## src/rtl/fifo_rd_skid_pkg.sv

```systemverilog
// Shared constants for the FIFO read-side skid stage: default width and
// occupancy encodings of the 2-entry buffer.
package fifo_rd_skid_pkg;

  localparam int DEF_WIDTH          = 64;
  localparam int DEF_XFER_CNT_WIDTH = 16;

  localparam logic [1:0] OCC_EMPTY = 2'd0;
  localparam logic [1:0] OCC_ONE   = 2'd1;
  localparam logic [1:0] OCC_TWO   = 2'd2;

endpackage

```

## src/rtl/fifo_rd_skid_sat_counter.sv

```systemverilog
// Saturating up-counter: counts inc pulses, sticks at all ones.
module sat_counter #(
  parameter int XFER_CNT_WIDTH = 16
) (
  input  logic                      clk,
  input  logic                      rst,
  input  logic                      inc,
  output logic [XFER_CNT_WIDTH-1:0] value
);

  localparam logic [XFER_CNT_WIDTH-1:0] ONE = XFER_CNT_WIDTH'(1);

  always_ff @(posedge clk or posedge rst) begin
    if (rst)                     value <= '0;
    else if (inc && value != '1) value <= value + ONE;
  end

endmodule

```

## src/rtl/fifo_rd_skid.sv

```systemverilog
// Read stage behind the FWFT FIFO: pops on local state only and presents
// words through a 2-entry head/skid buffer on a valid/ready output.
module fifo_rd_skid
  import fifo_rd_skid_pkg::*;
#(
  parameter int WIDTH          = DEF_WIDTH,
  parameter int XFER_CNT_WIDTH = DEF_XFER_CNT_WIDTH
) (
  input  logic                      clk,
  input  logic                      rst,
  input  logic                      flush,
  input  logic                      in_data_avail,
  input  logic [WIDTH-1:0]          in_data,
  output logic                      in_r_val,
  output logic                      out_val,
  output logic [WIDTH-1:0]          out_data,
  input  logic                      out_rdy,
  output logic [XFER_CNT_WIDTH-1:0] xfer_cnt,
  output logic [1:0]                occupancy
);

  logic [1:0]       occ;
  logic [WIDTH-1:0] head, skid;
  logic             push, pop_out;

  // Pop depends only on registered occupancy, never on out_rdy.
  assign in_r_val  = in_data_avail & (occ != OCC_TWO) & ~flush & ~rst;
  assign push      = in_r_val;
  assign out_val   = (occ != OCC_EMPTY);
  assign pop_out   = out_val & out_rdy;
  assign out_data  = head;
  assign occupancy = occ;

  always_ff @(posedge clk or posedge rst) begin
    if (rst) begin
      occ  <= OCC_EMPTY;
      head <= '1;
      skid <= '1;
    end else if (flush) begin
      occ <= OCC_EMPTY;
    end else begin
      case (occ)
        OCC_EMPTY: if (push) begin
          head <= in_data;
          occ  <= OCC_ONE;
        end
        OCC_ONE: begin
          if (push && pop_out) head <= in_data;
          else if (push) begin
            skid <= in_data;
            occ  <= OCC_TWO;
          end else if (pop_out) occ <= OCC_EMPTY;
        end
        OCC_TWO: if (pop_out) begin
          head <= skid;
          occ  <= OCC_ONE;
        end
        default: occ <= OCC_EMPTY;
      endcase
    end
  end

  sat_counter #(.XFER_CNT_WIDTH(XFER_CNT_WIDTH)) u_xfer_cnt (
    .clk   (clk),
    .rst   (rst),
    .inc   (pop_out),
    .value (xfer_cnt)
  );

endmodule

```

## config.mk

```make
export PLATFORM = sky130hd
export DESIGN_NAME = fifo_rd_skid
export DESIGN_NICKNAME = d
export VERILOG_FILES = /design/src/rtl/fifo_rd_skid_pkg.sv /design/src/rtl/fifo_rd_skid_sat_counter.sv /design/src/rtl/fifo_rd_skid.sv
export SDC_FILE = /design/constraint.sdc
export NUM_CORES = 1
export LEC_CHECK = 0
export ABC_AREA = 1
export BUFFER_PORTS_ARGS = -buffer_cell sky130_fd_sc_hd__buf_2
export CAP_MARGIN = 30
export CORE_MARGIN = 2
export CORE_UTILIZATION = 54
export CTS_CLUSTER_SIZE = 24
export DETAILED_ROUTE_END_ITERATION = 8
export PLACE_DENSITY = 0.8
export SYNTH_ARGS = -nofsm -noshare
export SYNTH_HDL_FRONTEND = slang
export SYNTH_SLANG_ARGS = --single-unit
```

## constraint.sdc

```tcl
create_clock -name clk -period 3.5 [get_ports clk]
set_input_delay 0.35 -clock clk [delete_from_list [all_inputs] [get_ports clk]]
set_output_delay 0.35 -clock clk [all_outputs]
set_load 0.02 [all_outputs]
```

==> tab_implementation.tex <==
\begin{tabular}{lr}
\hline
Metric & Value \\
\hline
\multicolumn{2}{l}{\textbf{Timing}} \\
Count of final max-slew check failures & 0 \\
Slew at the pin with the worst max-slew slack & 723 ps \\
Total Negative Setup Slacks & 0 ps \\
Setup violations, final & 0 \\
Worst rel slew slack & 0.517 \\
Final clock skew & 5.94 ps \\
RSZ-0062 raised after global routing & no \\
Fin crit share & 0.730 \\
Fin. Hold Viols & 0 \\
Minimum clock period after layout & 2560 ps \\
Achievable frequency & slightly below 400 MHz \\
\multicolumn{2}{l}{\textbf{Detailed routing}} \\
Final wirelength & about 14000 microns \\
Total via count after detailed routing & 5506 \\
DRC violations left & 0 \\
Drt first-iter violations & 360 \\
Via-per-instance ratio & between 5 and 6 \\
Drt pass-1 iters & 5 \\
WL per Instance & between 10 and 15 microns \\
Number of nets with antenna violations after detailed routing & 0 \\
\multicolumn{2}{l}{\textbf{Place}} \\
IO Port Bufs & around 150 \\
DP Wirelength & around 9100 microns \\
Routability-driven placement congestion ratio & 0.822 \\
\multicolumn{2}{l}{\textbf{Global routing}} \\
Residual overflow from global routing & 0 \\
Wire length of the first global-routing pass & 24200 microns \\
Number of antenna violations at the first check in global routing & 0 \\
Global routing usage summed across all routing layers & 0.231 \\
Vias in the first global route & approximately 5300 \\
Largest net degree at the start of global routing & 129 \\
\multicolumn{2}{l}{\textbf{Floorplan}} \\
Row count & 40 \\
DIE HEIGHT & between 100 and 150 microns \\
Num ports & 153 \\
Width of the die & 115 microns \\
Core footprint & roughly 12000 sq um \\
Effective utilization at floorplan & 0.555 \\
Die ar. & $\sim$13000 sq um \\
\multicolumn{2}{l}{\textbf{Synth}} \\
Sequential cell area fraction in the yosys report & 0.572 \\
Share of synthesized registers carrying an async set or reset & 1.00 \\
Synth Register Bits & $\sim$150 \\
Netlist area before placement & roughly 6700 sq um \\
Synthesis warning total & 0 \\
Synthesized area per cell & 8.43 sq um \\
Post-synth EDFFs & 0 \\
Most frequently used flop master after synthesis & sky130\_fd\_sc\_hd\_\_dfstp\_2 \\
Synth Net Count & 861 \\
Count of cell types in the netlist & 26 \\
Cells after synthesis & 791 \\
\multicolumn{2}{l}{\textbf{Hold path}} \\
Worst hold-check path type & in2reg \\
\multicolumn{2}{l}{\textbf{Worst setup path}} \\
CP Capture Type & flop \\
Data arrival, critical path & approximately 2900 ps \\
Critical path type & in2reg \\
Nature of the critical path startpoint & input port \\
Maximum net fanout on the critical path & 85 \\
Required time at the worst-slack endpoint & 3830 ps \\
\multicolumn{2}{l}{\textbf{Clock network}} \\
Number of sinks on the clock net & 146 \\
Post-CTS Resized & 0 \\
Clock latency of the later-clocked register in the worst-skew pair & $\sim$420 ps \\
CTS root buffer & sky130\_fd\_sc\_hd\_\_clkbuf\_16 \\
Hold-fix buffers, CTS & 1 \\
Num CTS Buffers & 17 \\
Clock transition at the registers of the reported paths & 60 ps \\
Deepest clock path buffer count & 2 \\
Number of H-tree levels & 4 \\
Post-CTS setup buffer count & 0 \\
TritonCTS clock tree & built \\
\multicolumn{2}{l}{\textbf{Finish}} \\
Share of cells above drive strength 1 & 0.353 \\
Ant diodes & 0 \\
Area delta synth->final & 23.5\% \\
Number of nets in the finished design & 994 \\
Final cell utilization of the core & 0.685 \\
\multicolumn{2}{l}{\textbf{Power}} \\
Power density relative to cell area & a little under 800 nW/um\^{}2 \\
Worst IR drop on VDD & 425 uV \\
Static power due to leakage & 0.00392 uW \\
\multicolumn{2}{l}{\textbf{Flow run}} \\
Number of maximum-capacitance violations & 0 \\
\multicolumn{2}{l}{\textbf{Run status}} \\
Result of the run & finished, final reports clean \\
\hline
\end{tabular}
[state kept, by name, indices dropped and copies added, names as in the netlist]
signal / flops
occupancy: 2
skid: 64
u_xfer_cnt.value: 16
out_data: 64
[final cells by class]
class                   instances  area [sq um]
clock buffers                  17           425
clock inverters                15           287
fillers                       953          3780
inverters                      79           304
multi-input cells             522          2370
flip-flops and latches        146          3810
well taps                     147           184
repair buffers                158           846
[per-stage QoR]
step / cells / power (uW) / setup WS (ps) / instance area [sq um] / hold slack (ps)
finish: 1084 / 6330 / 945 / 8230 / 169
global route: 1084 / 6670 / 663 / 8230 / 165
CTS: 1084 / 6380 / 929 / 8230 / 151
detailed placement: 1051 / 4180 / 1090 / 7510 / 406
global placement: 1051 / 4130 / 1190 / 7510 / 401
floorplan: 791 / 3710 / 384 / 6670 / 451
[worst paths after layout]
check / slack, ps / cells past startpoint / endpoint / from
max in group asynchronous: 2030 / 4 / occupancy[1] / rst
min in group asynchronous: 530 / 3 / u_xfer_cnt.value[14] / rst
min reg2reg: 470 / 2 / skid[27] / skid[27]
max: 940 / 8 / skid[10] / rst
min: 170 / 3 / skid[40] / in_data[40]
max reg2reg: 1220 / 6 / out_data[25] / occupancy[0]
[where the power goes]
| group | leakage [uW] | switching, uW | internal (uW) |
|---|---|---|---|
| Sequential | 0.00159 | 250 | 2520 |
| Clock | 0.000351 | 689 | 1480 |
| Combinational | 0.00197 | 898 | 489 |
[worst max-delay path: stages]
cell                            delay (ps)
sky130_fd_sc_hd__dlygate4sd3_1         540
sky130_fd_sc_hd__buf_2                 150
sky130_fd_sc_hd__inv_6                 310
sky130_fd_sc_hd__nand2_1               190
sky130_fd_sc_hd__nor2_1                300
sky130_fd_sc_hd__nand3_4               430
sky130_fd_sc_hd__buf_12                380
sky130_fd_sc_hd__o21ai_0               220
[cells in the mapped netlist (2+ instances only)]
| master | n | area (sq um) |
|---|---|---|
| sky130_fd_sc_hd__inv_1 | 74 | 278 |
| sky130_fd_sc_hd__buf_6 | 2 | 22.5 |
| sky130_fd_sc_hd__buf_2 | 24 | 120 |
| sky130_fd_sc_hd__nand2_1 | 158 | 593 |
| sky130_fd_sc_hd__o21ai_0 | 70 | 350 |
| sky130_fd_sc_hd__dfrtp_1 | 18 | 450 |
| sky130_fd_sc_hd__a21oi_1 | 114 | 571 |
| sky130_fd_sc_hd__clkbuf_1 | 17 | 63.8 |
| sky130_fd_sc_hd__nand4_1 | 6 | 37.5 |
| sky130_fd_sc_hd__nand2_2 | 2 | 12.5 |
| sky130_fd_sc_hd__xnor2_1 | 6 | 52.6 |
| sky130_fd_sc_hd__nand3_1 | 9 | 45.0 |
| sky130_fd_sc_hd__dfstp_2 | 128 | 3360 |
| sky130_fd_sc_hd__nor2_1 | 135 | 507 |
| sky130_fd_sc_hd__o21a_1 | 14 | 105 |
| sky130_fd_sc_hd__inv_2 | 4 | 15.0 |
[per-layer routing]
| layer | part of all wire | track usage | up-vias | wire (microns) |
|---|---|---|---|---|
| li1 | - | - | 2774 | - |
| met5 | 0 | 0 | - | 0 |
| met1 | 0.45 | 0.303 | 2577 | 6360 |
| met3 | 0.048 | 0.0575 | 20 | 687 |
| met2 | 0.49 | 0.371 | 135 | 7020 |
| met4 | 0.016 | 0.0940 | 0 | 225 |
[cells in the final DEF (no fill, tap or decap), drive strengths merged]
master,instances
or2,1
o21a,14
nand2,160
xor2,1
a21oi,114
nand3,9
clkinv,7
xnor2,6
dlygate4sd3,1
inv,79
nor3,1
o21ai,72
ha,1
dfstp,128
nand4,6
bufinv,8
buf,157
nor2,137
clkbuf,17
dfrtp,18
[cell families after synthesis]
family / share of synthesized area
AND/OR/NAND/NOR: 0.184
adder cells (fa/ha/maj): 0.00188
flip-flops: 0.572
buffers and inverters: 0.0764
AO/OA/AOI/OAI: 0.157
XOR/XNOR: 0.00920
Power figures use the tool's default switching activity.
